===== src/rtl/amt_recovery_sequencer.sv =====
// amt_recovery_sequencer: walks the AMT in COMMIT_WIDTH groups after a recovery, driving RMT lane write enables
module amt_recovery_sequencer #(
  parameter int SIZE_RMT     = 34,
  parameter int SIZE_RMT_LOG = 6,
  parameter int COMMIT_WIDTH = 4
) (
  input  logic                    clk,
  input  logic                    reset,
  input  logic                    recoverFlag_i,
  input  logic                    rmtReady_i,
  output logic [SIZE_RMT_LOG-1:0] rdBase_o,
  output logic [3:0]              rmtWe_o,
  output logic                    busy_o,
  output logic                    stallCommit_o,
  output logic                    done_o
);
  localparam logic [1:0] IDLE = 2'd0;
  localparam logic [1:0] WALK = 2'd1;
  localparam logic [1:0] DONE = 2'd2;
  localparam logic [SIZE_RMT_LOG:0] SIZE = (SIZE_RMT_LOG+1)'(SIZE_RMT);
  logic [1:0]              state;
  logic [SIZE_RMT_LOG-1:0] base;
  logic [SIZE_RMT_LOG:0]   next_base;
  logic                    walk;
  logic                    last;
  assign walk      = state == WALK;
  // one extra bit so base+COMMIT_WIDTH past the top entry cannot wrap before the compare
  assign next_base = {1'b0, base} + (SIZE_RMT_LOG+1)'(COMMIT_WIDTH);
  assign last      = next_base >= SIZE;
  always_ff @(posedge clk) begin
    if (reset) begin
      state <= IDLE;
      base  <= '0;
    end else begin
      state <= recoverFlag_i ? WALK : walk && rmtReady_i && last ? DONE : walk ? WALK : IDLE;
      base  <= recoverFlag_i ? '0 : walk && rmtReady_i ? (last ? '0 : next_base[SIZE_RMT_LOG-1:0]) : base;
    end
  end
  for (genvar g = 0; g < 4; g++) begin : g_lane
    assign rmtWe_o[g] = walk && rmtReady_i && (({1'b0, base} + (SIZE_RMT_LOG+1)'(g)) < SIZE);
  end
  assign rdBase_o      = base;
  assign busy_o        = walk || state == DONE;
  assign stallCommit_o = busy_o;
  assign done_o        = state == DONE;
endmodule

===== config.mk =====
export PLATFORM = sky130hd
export DESIGN_NAME = amt_recovery_sequencer
export DESIGN_NICKNAME = d
export VERILOG_FILES = /design/src/rtl/amt_recovery_sequencer.sv
export SDC_FILE = /design/constraint.sdc
export NUM_CORES = 1
export LEC_CHECK = 0
export ABC_AREA = 1
export BUFFER_PORTS_ARGS = -buffer_cell sky130_fd_sc_hd__buf_2
export CAP_MARGIN = 15
export CELL_PAD_IN_SITES_DETAIL_PLACEMENT = 0
export CELL_PAD_IN_SITES_GLOBAL_PLACEMENT = 1
export CORE_MARGIN = 10
export CORE_UTILIZATION = 26
export CTS_CLUSTER_DIAMETER = 200
export DETAILED_ROUTE_END_ITERATION = 7
export PLACE_DENSITY_LB_ADDON = 0.1
export SLEW_MARGIN = 20
export SYNTH_ARGS = -nofsm -noshare
export SYNTH_HDL_FRONTEND = slang
export SYNTH_SLANG_ARGS = --single-unit
export TNS_END_PERCENT = 30

===== constraint.sdc =====
create_clock -name clk -period 1.2 [get_ports clk]
set_input_delay 0.06 -clock clk [delete_from_list [all_inputs] [get_ports clk]]
set_output_delay 0.06 -clock clk [all_outputs]
set_load 0.02 [all_outputs]

Word-level counts from Yosys, hierarchy flattened
Cells that the tools add are included.
{"block": "word_totals", "wordCells": 26, "output_inout_bits": 13, "register_bits": 8, "input_bits": 4}
{"block": "classes", "muxes": 4, "addsub": 4, "eq_ne": 2, "n_lt_le_gt_ge": 5, "n_reduce_logical": 8}
{"cell": "less-than comparator 7 x 6 -> 1 bit, second input constant", "count": 3}
{"cell": "adder 6 x 2 -> 7 bit, second input constant", "count": 2}
{"cell": "adder 6 x 1 -> 7 bit, second input constant", "count": 1}
{"cell": "adder 6 x 3 -> 7 bit, second input constant", "count": 1}
{"cell": ">= comparator 7 x 6 -> 1 bit, second input constant", "count": 1}
{"cell": "logical AND 1 bit", "count": 6}
{"cell": "less-than comparator 6 bit, second input constant", "count": 1}
{"cell": "2-to-1 mux 6 bit", "count": 1}
{"cell": "== test 2 x 1 -> 1 bit, second input constant", "count": 1}
{"cell": "== test 2 bit, second input constant", "count": 1}
{"cell": "2-to-1 mux 1 bit", "count": 2}
{"cell": "2-to-1 mux 2 bit", "count": 1}
{"cell": "OR reduction 2 bit", "count": 1}
{"cell": "logical OR 1 bit", "count": 1}

Logic depth before layout (Yosys ltp)
{"block": "depth", "depth_word": 5, "mapped_depth": 9}

Worst setup path after synthesis
No wires, ideal clock.
{"block": "synth_path", "path_type": "register to register", "start": "register base[2], in the netlist rdBase_o[2]", "end": "register state[0]", "setup_ns": 0.066, "path_stages_with_launch": 10, "path_slack_ns": -0.259, "required_ns": 1.134, "path_buffers": 0, "arrival_time_ns": 1.393, "cell_sequence": "dfxtp_1 -> inv_1 -> ha_1 -> nor2_1 -> nand3_1 -> nand2_1 -> nand2_1 -> nand2_2 -> nand2_1 -> a21oi_2"}
{"block": "synth_via", "elab_chain_len": 5}
{"element": "start, declared", "line": "22", "rtl": "logic [SIZE_RMT_LOG-1:0] base;"}
{"element": "start signal, assigned", "line": "36", "rtl": "base <= recoverFlag_i ? '0 : walk && rmtReady_i ? (last ? '0 : next_base[SIZE_RMT_LOG-1:0]) : base;"}
{"element": "adder 6 x 3 -> 7 bit", "line": "28", "rtl": "assign next_base = {1'b0, base} + (SIZE_RMT_LOG+1)'(COMMIT_WIDTH);"}
{"element": ">= comparator 7 x 6 -> 1 bit", "line": "29", "rtl": "assign last = next_base >= SIZE;"}
{"element": "logical AND 1 bit", "line": "35", "rtl": "state <= recoverFlag_i ? WALK : walk && rmtReady_i && last ? DONE : walk ? WALK : IDLE;"}
{"element": "2-to-1 mux 2 bit", "line": "35"}
{"element": "2-to-1 mux 1 bit", "line": "35"}
{"element": "end signal, assigned", "line": "35"}
{"element": "end, declared", "line": "21", "rtl": "logic [1:0] state;"}
Every way passes these cells.
A chain may end at the register's enable or synchronous reset.

Final worst setup path
{"block": "layout_path", "start": "register state[1]", "end": "output port rmtWe_o[1]"}
{"block": "layout_via", "elab_chain_len": 3}
{"element": "== test 2 x 1 -> 1 bit", "line": "26", "rtl": "assign walk = state == WALK;"}
{"element": "logical AND 1 bit (2 in a row)", "line": "40", "rtl": "assign rmtWe_o[g] = walk && rmtReady_i && (({1'b0, base} + (SIZE_RMT_LOG+1)'(g)) < SIZE);"}
{"element": "end, declared", "line": "12", "rtl": "output logic [3:0] rmtWe_o,"}
Every way passes these cells.

==> results.md <==
* Via Count at 470
* Total die area at 3546 sq um
* Violated checks: negative setup slack
* Worst path max stage delay at 320 ps
* Ant diodes at 0
* Clk sinks at 6
* Crit Path Class: flop to output port
* Bufs on Longest Clock Path at 2
* PnR worst setup slack at -139.8 ps
* Hold Path Class: input port to flop
* CTS Buf Count at 3
* Hold Vio Cnt, Final at 0
* Routed Antenna Nets at 0
* Worst Path Arrival at 1280 ps
* Leading area contributor after synthesis: dfxtp_1
* I/O pin cnt at 17
* Met2 wire length at 483 um
* Main combinational cell family by area after synthesis: simple AND/OR/NAND/NOR gates
* Count of cell types in the netlist at 15
* Die width at 59.55 um
* Initial Util at 0.2731
* CTS tree: done
* Number of global-route vias before repair at 440
* CP Cell Sequence: inv_2 -> ha_4 -> nand2_4 -> inv_2 -> nand2_4 -> o32ai_4 -> buf_6
* Leak pwr at 0.0003553 uW
* Highest Signal Layer: met3
* Placed Instances at 99
* # setup viols final at 11
* First-pass GRT wire length at 1904 um
* Yosys top cell area share at 0.2954
* Worst vdd ir at 0.0004436 V
* CTS clock-pin slew for the worst setup and hold paths at 50 ps
* Synth Area in XOR/XNOR at 0
* Overflow after GRT at 0
* Final #Nets at 98
* Root Driver: clkbuf_4
* Syn_area_per_cell at 6.777 sq um
* All-layer global routing usage at 0.06945
* Share of layout cells above drive strength 1 at 0.5506
* Total power draw at 570.1 uW
* Final Non-Filler Cells at 105
* Number of H-tree levels at 1
* Drt wl/cell at 11.04 um
* Clock skew at 6.240 ps
* Largest net degree at the start of global routing at 10
* Max_cap viols at 0
* Global placement routability congestion at 0.7194
* Flops & latches, synth at 6
* DP HPWL at 947 um
* Drt drc at 0
* Via density per instance at 4.476
* Wl on met1 at 537 um
* FP Rows at 14
* Power per standard cell area at 807.8 nW/um^2
* Met3 WL at 138 um
* Critical-path top delay cell: dfxtp_2
* Crit start category: flop
* RSZ-0062 raised after global routing: true
* Synth Area in Compound Gates at 0.1262
* Synth Instances at 60
* Synth Area in Adders at 0.1231
* Max Fanout on Critical Path at 2
* Later-pin clock latency in the skew report at 250 ps
* Multiplexer share of the synthesized area at 0
* Drt pass-1 iters at 4
* TNS Setup at -648.3 ps
* Post-Syn Area at 406.6 sq um
* Yosys warning total at 0
* Post-layout util at 0.4740
* FMAX at 746.4 MHz
* Initial antenna violation count at 0
* Area Growth Syn to Fin at 73.54%
* Postcts setup bufs at 0
* Seq/Total Area, Yosys at 0.2954
* Status: finished with violations
* Number of port buffers at 14
* Routed WL at 1159 um
* Synth Area in Simple Gates at 0.2985
* Crit share post-route at 1.117
* Post-Place Setup Slack at -51.76 ps
* Die height at 59.55 um
* Final min period at 1340 ps
* Largest cells by area after synthesis: dfxtp_1 30%, ha_1 12%, nand2_1 11%, inv_1 9.2%, nor2_1 6.5%
* Area of the core at 1489 sq um
* Initial DRC count at 12
* Fin. max-slew vios at 0
* CP endpoint kind: output port
* Req. time, crit path at 1140 ps
## synthesized netlist by cell type (all sizes together)
cell type and instances:
dfxtp 6, nand3 4, conb 1, buf 3, ha 4, nor3 1
a21oi 4, nor2 7, nand4 1, o32ai 1, nand2 15, inv 10
o21ai 3
## logic make-up (layout without fill, tap and decap cells)
| family | Yosys count | in the layout |
|---|---|---|
| compound gates | 8 | 8 |
| simple gates | 28 | 28 |
| buf+inv | 13 | 41 |
| other cells | 1 | 2 |
| flops | 6 | 6 |
| fa+ha+maj | 4 | 4 |
## per-stage QoR
step	cell area, sq um	hold slack, ps
after floorplan	459.2	122.4
after global placement	609.3	249.3
after detailed placement	609.3	251.7
after CTS	691.9	222.3
after global routing	705.7	271.3
final	705.7	248.8
## critical path, delay by kind of cell, from the launching register on
family | cells | cell delay (ps)
adder cells (fa/ha/maj) | 1 | 130
AO/OA/AOI/OAI | 1 | 200
flip-flops | 1 | 320
buffers and inverters | 3 | 270
AND/OR/NAND/NOR | 2 | 100
## power breakdown
group	internal (uW)	switching, uW
Combinational	70.1	83.4
Clock	126	78.5
Sequential	204	8.03
## area by class of cell
| type | instances | area (sq um) |
|---|---|---|
| Fill cell | 155 | 783.3 |
| Tap cell | 16 | 20.02 |
| Clock buffer | 4 | 26.28 |
| Timing Repair Buffer | 27 | 195.2 |
| Sequential cell | 6 | 130.1 |
| Inverter | 10 | 37.54 |
| Multi-Input combinational cell | 42 | 296.5 |
## sequential cells by signal, summed over array words and instances (netlist names)
| signal | cells |
|---|---|
| state | 2 |
| rdBase_o | 4 |
## timing repair
item                       4_1_cts  5_1_grt
setup endpoints to repair       11       11
gates resized for setup         13        4
pin swaps                        1        0
cloned                           0        0
hold buffers                     2        0
hold endpoints to repair         2        0
## cells in the final DEF, fill, tap and decap left out
cell,count
ha_4,2
nand4_1,1
buf_6,2
a21oi_2,2
nand2_1,11
buf_4,15
nor2_1,3
nor2_2,4
o21ai_0,3
nand2_2,2
buf_2,8
nor3_1,1
a21oi_1,2
dfxtp_1,2
inv_1,6
dlygate4sd3_1,2
nand3_1,4
conb_1,2
inv_2,4
ha_1,2
clkbuf_1,1
dfxtp_2,2
o32ai_4,1
dfxtp_4,2
clkbuf_4,3
nand2_4,2
## worst paths after layout
kind / end / cells past startpoint / start / slack, ps
min reg2reg: rdBase_o[2] / 2 / rdBase_o[2] / 530
max reg2reg: rdBase_o[2] / 9 / rdBase_o[2] / -60
min: rdBase_o[4] / 5 / rmtReady_i / 250
max: rmtWe_o[1] / 7 / state[1] / -140
## routing by layer
metal	global-route usage	vias to the layer above
li1	-	247
met1	0.08764	208
met2	0.09212	15
met3	0.05365	0
met4	0.009615	0
met5	0	-
Power figures use the tool's default switching activity.
